`src/rtl/window3x3_gen_if.sv`:
```
// Pixel-stream / 3x3-window bundle between a raster source, window3x3_gen and its consumer.
interface window3x3_gen_if;
  localparam int unsigned PIX_W = 8;
  localparam int unsigned POS_W = 10;

  logic [PIX_W-1:0] pix_in;
  logic             pix_valid;
  logic [PIX_W-1:0] z0, z1, z2, z3, z4, z5, z6, z7, z8;
  logic             win_valid;
  logic [POS_W-1:0] win_row;
  logic [POS_W-1:0] win_col;
  logic             frame_done;

  modport master (
    output pix_in, pix_valid,
    input  z0, z1, z2, z3, z4, z5, z6, z7, z8,
    input  win_valid, win_row, win_col, frame_done
  );

  modport slave (
    input  pix_in, pix_valid,
    output z0, z1, z2, z3, z4, z5, z6, z7, z8,
    output win_valid, win_row, win_col, frame_done
  );
endinterface

```
`src/rtl/window3x3_gen.sv`:
```
// Raster pixel stream to 3x3 interior neighbourhoods using two line buffers and a 3x3 shift register.
module window3x3_gen #(
  parameter int unsigned IMG_W = 128,
  parameter int unsigned IMG_H = 128
) (
  input logic           clk,
  input logic           rst,
  window3x3_gen_if.slave bus
);
  localparam int unsigned PIX_W = 8;
  localparam int unsigned POS_W = 10;
  localparam int unsigned AW    = (IMG_W > 1) ? $clog2(IMG_W) : 1;

  typedef enum logic {FILL = 1'b0, RUN = 1'b1} state_t;

  state_t           state, state_nx;
  logic [POS_W-1:0] col, row;
  logic [AW-1:0]    col_idx;
  logic [PIX_W-1:0] lb0 [IMG_W];
  logic [PIX_W-1:0] lb1 [IMG_W];
  logic [PIX_W-1:0] win [9];
  logic             pend_valid, pend_done;
  logic [POS_W-1:0] pend_row, pend_col;
  logic             acc, last_col, last_row, frame_end_c, emit_c;

  always_comb begin
    col_idx     = col[AW-1:0];
    acc         = bus.pix_valid;
    last_col    = (col == POS_W'(IMG_W - 1));
    last_row    = (row == POS_W'(IMG_H - 1));
    frame_end_c = acc && last_col && last_row;
  end

  // Next state and window-complete strobe
  always_comb begin
    state_nx = state;
    emit_c   = 1'b0;
    case (state)
      FILL: begin
        if (acc && last_col && (row == POS_W'(1))) state_nx = RUN;
      end
      RUN: begin
        emit_c = acc && (col >= POS_W'(2));
        if (frame_end_c) state_nx = FILL;
      end
      default: state_nx = FILL;
    endcase
  end

  always_ff @(posedge clk) begin
    if (rst) state <= FILL;
    else     state <= state_nx;
  end

  // Line buffers: read-before-write rotates the previous row down one slot
  always_ff @(posedge clk) begin
    if (acc) begin
      lb0[col_idx] <= lb1[col_idx];
      lb1[col_idx] <= bus.pix_in;
    end
  end

  // Position counters, window shift register and the stage that feeds the outputs
  always_ff @(posedge clk) begin
    if (rst) begin
      col        <= '0;
      row        <= '0;
      pend_valid <= 1'b0;
      pend_done  <= 1'b0;
      pend_row   <= '0;
      pend_col   <= '0;
      for (int k = 0; k < 9; k++) win[k] <= '0;
    end else begin
      pend_valid <= emit_c;
      pend_done  <= frame_end_c;
      if (acc) begin
        if (last_col) begin
          col <= '0;
          row <= last_row ? '0 : row + POS_W'(1);
        end else begin
          col <= col + POS_W'(1);
        end
        win[0]   <= win[1];
        win[1]   <= win[2];
        win[2]   <= lb0[col_idx];
        win[3]   <= win[4];
        win[4]   <= win[5];
        win[5]   <= lb1[col_idx];
        win[6]   <= win[7];
        win[7]   <= win[8];
        win[8]   <= bus.pix_in;
        pend_row <= row - POS_W'(1);
        pend_col <= col - POS_W'(1);
      end
    end
  end

  // Output registers hold between accepted pixels because their sources do
  always_ff @(posedge clk) begin
    if (rst) begin
      bus.z0         <= '0;
      bus.z1         <= '0;
      bus.z2         <= '0;
      bus.z3         <= '0;
      bus.z4         <= '0;
      bus.z5         <= '0;
      bus.z6         <= '0;
      bus.z7         <= '0;
      bus.z8         <= '0;
      bus.win_valid  <= 1'b0;
      bus.win_row    <= '0;
      bus.win_col    <= '0;
      bus.frame_done <= 1'b0;
    end else begin
      bus.z0         <= win[0];
      bus.z1         <= win[1];
      bus.z2         <= win[2];
      bus.z3         <= win[3];
      bus.z4         <= win[4];
      bus.z5         <= win[5];
      bus.z6         <= win[6];
      bus.z7         <= win[7];
      bus.z8         <= win[8];
      bus.win_valid  <= pend_valid;
      bus.win_row    <= pend_row;
      bus.win_col    <= pend_col;
      bus.frame_done <= pend_done;
    end
  end
endmodule

```
`src/flat_wrapper.sv`:
```
// flat-port wrapper written by rule: the top's interface ports become plain ports
module window3x3_gen_flat 
#(
  parameter int unsigned IMG_W = 128,
  parameter int unsigned IMG_H = 128
)
  (clk, rst, bus_pix_in, bus_pix_valid, bus_z0, bus_z1, bus_z2, bus_z3, bus_z4, bus_z5, bus_z6, bus_z7, bus_z8, bus_win_valid, bus_win_row, bus_win_col, bus_frame_done);
  window3x3_gen_if bus_i ();
  input logic clk;
  input logic rst;
  input wire logic [$bits(bus_i.pix_in)-1:0] bus_pix_in;
  input wire logic [$bits(bus_i.pix_valid)-1:0] bus_pix_valid;
  output wire logic [$bits(bus_i.z0)-1:0] bus_z0;
  output wire logic [$bits(bus_i.z1)-1:0] bus_z1;
  output wire logic [$bits(bus_i.z2)-1:0] bus_z2;
  output wire logic [$bits(bus_i.z3)-1:0] bus_z3;
  output wire logic [$bits(bus_i.z4)-1:0] bus_z4;
  output wire logic [$bits(bus_i.z5)-1:0] bus_z5;
  output wire logic [$bits(bus_i.z6)-1:0] bus_z6;
  output wire logic [$bits(bus_i.z7)-1:0] bus_z7;
  output wire logic [$bits(bus_i.z8)-1:0] bus_z8;
  output wire logic [$bits(bus_i.win_valid)-1:0] bus_win_valid;
  output wire logic [$bits(bus_i.win_row)-1:0] bus_win_row;
  output wire logic [$bits(bus_i.win_col)-1:0] bus_win_col;
  output wire logic [$bits(bus_i.frame_done)-1:0] bus_frame_done;
  assign bus_i.pix_in = bus_pix_in;
  assign bus_i.pix_valid = bus_pix_valid;
  assign bus_z0 = bus_i.z0;
  assign bus_z1 = bus_i.z1;
  assign bus_z2 = bus_i.z2;
  assign bus_z3 = bus_i.z3;
  assign bus_z4 = bus_i.z4;
  assign bus_z5 = bus_i.z5;
  assign bus_z6 = bus_i.z6;
  assign bus_z7 = bus_i.z7;
  assign bus_z8 = bus_i.z8;
  assign bus_win_valid = bus_i.win_valid;
  assign bus_win_row = bus_i.win_row;
  assign bus_win_col = bus_i.win_col;
  assign bus_frame_done = bus_i.frame_done;
  window3x3_gen #(.IMG_W(IMG_W), .IMG_H(IMG_H)) u_core (.clk(clk), .rst(rst), .bus(bus_i));
endmodule
```
`config.mk`:
```
export PLATFORM = sky130hd
export DESIGN_NAME = window3x3_gen_flat
export DESIGN_NICKNAME = d
export VERILOG_FILES = /design/src/rtl/window3x3_gen_if.sv /design/src/rtl/window3x3_gen.sv /design/src/flat_wrapper.sv
export SDC_FILE = /design/constraint.sdc
export NUM_CORES = 2
export LEC_CHECK = 0
export CORE_ASPECT_RATIO = 0.9
export CORE_MARGIN = 2
export CORE_UTILIZATION = 33
export CTS_CLUSTER_DIAMETER = 50
export DETAILED_ROUTE_END_ITERATION = 10
export SYNTH_ARGS = -nofsm -noshare
export SYNTH_HDL_FRONTEND = slang
export SYNTH_SLANG_ARGS = --single-unit
```
`constraint.sdc`:
```
create_clock -name clk -period 7.2 [get_ports clk]
set_input_delay 1.44 -clock clk [delete_from_list [all_inputs] [get_ports clk]]
set_output_delay 1.44 -clock clk [all_outputs]
set_load 0.02 [all_outputs]
```
==> flow_metrics.py <==
metrics = {
    "finish": {
        "fin_area_mm2": 0.09852,
        "drive_gt1_share_pct": 19.61,
        "layout.nets": 4611,
        "fillCellCount": 23214,
        "multi_input_area_mm2": 0.01802,
        "regArea_mm2": 0.06655,
        "syn_to_final_growth_pct": 14.88,
    },
    "die": {
        "die_area_mm2": 0.2640,
        "num_io_pins": 105,
        "rows": 177,
        "die_y_um": 487.6,
        "coreArea_mm2": 0.2584,
        "initial_utilization_pct": 33.18,
        "die_w_um": 541.4,
    },
    "clock_network": {
        "htreeDepth": 4,
        "cts_sinks": 2264,
        "cts-hold-fix-buffers": 0,
        "cts_inserted_buffers": 217,
        "cts-resized-gates": 0,
        "tritoncts": "yes",
        "clockBufferDepth": 4,
        "clk-insertion-delay-late_ns": 0.88,
        "postCtsSetupBuffers": 0,
        "clk_pin_slew_ns": 0.06,
        "cts-root-buf": "clkbuf_16",
    },
    "logic_synthesis": {
        "syn_area_per_cell_um2": 20.00,
        "synth_nets": 4306,
        "ys_dominant_reg_cell": "edfxtp_1",
        "async_reset_ff_share_pct": 0,
        "synth_cell_types": 49,
        "syn_area_mm2": 0.08576,
        "seq_area_frac_synth_pct": 77.59,
        "synth-edff-count": 2120,
        "ys_ff_latch": 2264,
        "yosys_warnings": 0,
        "synthCells": 4289,
    },
    "grt": {
        "grt_overflow": 0,
        "grt_pass1_wl_mm": 322.6,
        "track_usage_pct": 16.97,
        "grt_max_degree": 105,
        "grt_pass1_vias": 42030,
        "antenna_found_initial": 13,
    },
    "timing": {
        "post-route-min-period_ns": 5.467,
        "fin_skew_ns": 0.07112,
        "setup_viol": 0,
        "maxSlewHeadroom_pct": 2.801,
        "final_max_slew_viol_count": 0,
        "period_share_pct": 75.93,
        "rsz0062_at_grt": "false",
        "worst_pin_slew_ns": 1.451,
        "max_freq_mhz": 182.9,
        "hold_viol_final": 0,
        "tns_ns": 0,
    },
    "drt": {
        "wl_mm": 228.6,
        "first_pass_iters": 6,
        "topRoutingLayerUsed": "met5",
        "drc_errors": 0,
        "vias": 43524,
        "wl_met3_mm": 21.81,
        "vias_per_cell": 5.329,
        "route.met2.wl_mm": 103.7,
        "drt-met1-wl_mm": 97.73,
        "routedWlPerCell_um": 27.99,
        "antenna_left": 0,
        "drt_iter0_markers": 5992,
    },
    "critical_path": {
        "regToRegSetupSlack_ns": 1.73,
        "crit_slowest_cell": "nand3_4",
        "worstPathMaxFanout": 77,
        "path_class": "reg2reg",
        "critPathBufInv": 3,
        "worstPathArrival_ns": 5.97,
        "cp-start-kind": "flip-flop",
        "cp.required_ns": 7.70,
        "critPathMaxStageDelay_ns": 0.99,
        "crit_top_cell": "buf_12",
        "cp_top_family": "simple AND/OR/NAND/NOR gates",
        "crit_chain": "buf_12, buf_12, mux4_2, a22oi_1, nand3_1, nor4_1, nand3_4, buf_4",
        "cp-end-kind": "flip-flop",
    },
    "placed_design": {
        "placed_cell_area_mm2": 0.09179,
        "hpwlAfterDp_mm": 138.6,
        "routabilityCongestion": 0.8664,
        "io_buffer_count": 104,
    },
    "power": {
        "p_leak_nw": 30.37,
        "power_density_mw_per_mm2": 278.2,
        "peakVddDrop_uv": 183.7,
    },
    "min_path": {
        "hold_path.class": "reg2reg",
    },
    "run_status": {
        "status": "completed",
    },
    "flow_run": {
        "maxCapViolCount": 0,
    },
}
[flip-flops by register name, summed over array words and instances (netlist names), 8 cells and up, named ones only]
name and flops:
u_core.bus.z6 8, u_core.row 10, u_core.lb0 1024, u_core.win 72, u_core.bus.z1 8, u_core.bus.z3 8, u_core.bus.z2 8, u_core.bus.z0 8
u_core.lb1 1024, u_core.bus.z4 8, u_core.pend_row 10, u_core.bus.win_row 10, u_core.pend_col 10, u_core.bus.win_col 10, u_core.bus.z8 8, u_core.col 10
u_core.bus.z7 8, u_core.bus.z5 8
[kinds of logic (layout without fill, tap and decap cells)]
family                     Yosys count  after routing  share of synthesized area [%]
AOI/OAI and AO/OA                  357            357                          3.014
xor gates and xnor gates            32             32                         0.3268
adders and majority gates            6              6                        0.08754
buffers and inverters              260            735                          1.555
DFF                               2264           2264                          77.59
muxes                              685            685                          13.31
other                                0              3                              0
and+or+nand+nor                    685            685                          4.116
[worst paths after layout]
kind                                    from                               to  depth (start not counted)
max                                flip-flop     u_core.lb0[126][0]$_DFFE_PP_                          8
min reg2reg  u_core.pend_row[7]$_SDFFE_PP0P_  u_core.pend_row[7]$_SDFFE_PP0P_                          2
min          u_core.pend_row[7]$_SDFFE_PP0P_  u_core.pend_row[7]$_SDFFE_PP0P_                          2
max reg2reg                        flip-flop     u_core.lb0[126][0]$_DFFE_PP_                          8
[layout by cell type (no fill, tap or decap), drive strengths merged, types with 13 or more instances in the layout]
master and count:
a211oi 13, nor2b 110, and3 19, nor3 28, nand4 33, nand3 109
a22oi 259, nor2 188, o21ai 17, edfxtp 2120, xnor2 15, a22o 14
buf 244, clkbuf 278, clkinv 87, and2 79, a31oi 15, xor2 17
a21oi 27, dfxtp 144, clkdlybuf4s50 94, mux2i 320, mux4 364, nand2 84
inv 18
[metal layers]
metal / global-route usage, % / up-vias
met5: 0 / -
met4: 4.274 / 12
met3: 3.948 / 318
met2: 25.78 / 2000
met1: 24.50 / 23168
li1: - / 18026
[worst register-to-register path: stages, from the launching register on]
cell and delay (ns):
dfxtp_4 0.64, buf_12 0.48, buf_12 0.41, mux4_2 0.55
a22oi_1 0.20, nand3_1 0.17, nor4_1 0.95, nand3_4 0.99
buf_4 0.66
[synthesized netlist by cell type, drive strengths merged (28+ instances only)]
cell type / instances / area share (%)
nor3: 28 / 0.18
nor2: 188 / 0.82
mux4: 364 / 9.6
dfxtp: 144 / 3.4
nor2b: 110 / 0.80
a22oi: 259 / 2.3
nand4: 33 / 0.24
nand3: 109 / 0.64
clkbuf: 101 / 0.45
and2: 79 / 0.58
mux2i: 320 / 3.7
buf: 151 / 1.1
edfxtp: 2120 / 74
nand2: 84 / 0.37
[power by group]
group / total [mW] / internal [mW] / switching [mW]
logic: 1.65 / 0.578 / 1.07
registers: 14.7 / 14.7 / 0.0526
clock network: 11.0 / 6.14 / 4.88
total: 27.4 / 21.4 / 6.01
[through the flow]
stage / setup slack (ns) / total power, mW / utilization (%) / cells / hold WS [ns]
after global placement: 1.816 / 16.65 / 35.52 / 7776 / 0.4365
after detailed placement: 1.776 / 16.70 / 35.52 / 7776 / 0.4396
final: 1.733 / 27.41 / 38.12 / 8168 / 0.4517
after floorplan: 2.812 / 16.06 / - / 4289 / 0.4138
after CTS: 1.745 / 27.59 / 38.12 / 8165 / 0.4536
after global routing: 1.532 / 28.18 / 38.12 / 8166 / 0.4666
[final cells by class]
cell class | count | area share (%)
Sequential cell | 2264 | 67.55
Multi-Input combinational cell | 1765 | 18.29
Clock buffer | 278 | 5.912
Tap cell | 3401 | 4.319
Timing Repair Buffer | 338 | 2.977
Clock inverter | 111 | 0.9106
Inverter | 8 | 0.03048
Antenna cell | 3 | 0.007620
(Power assumes the default switching activity.)
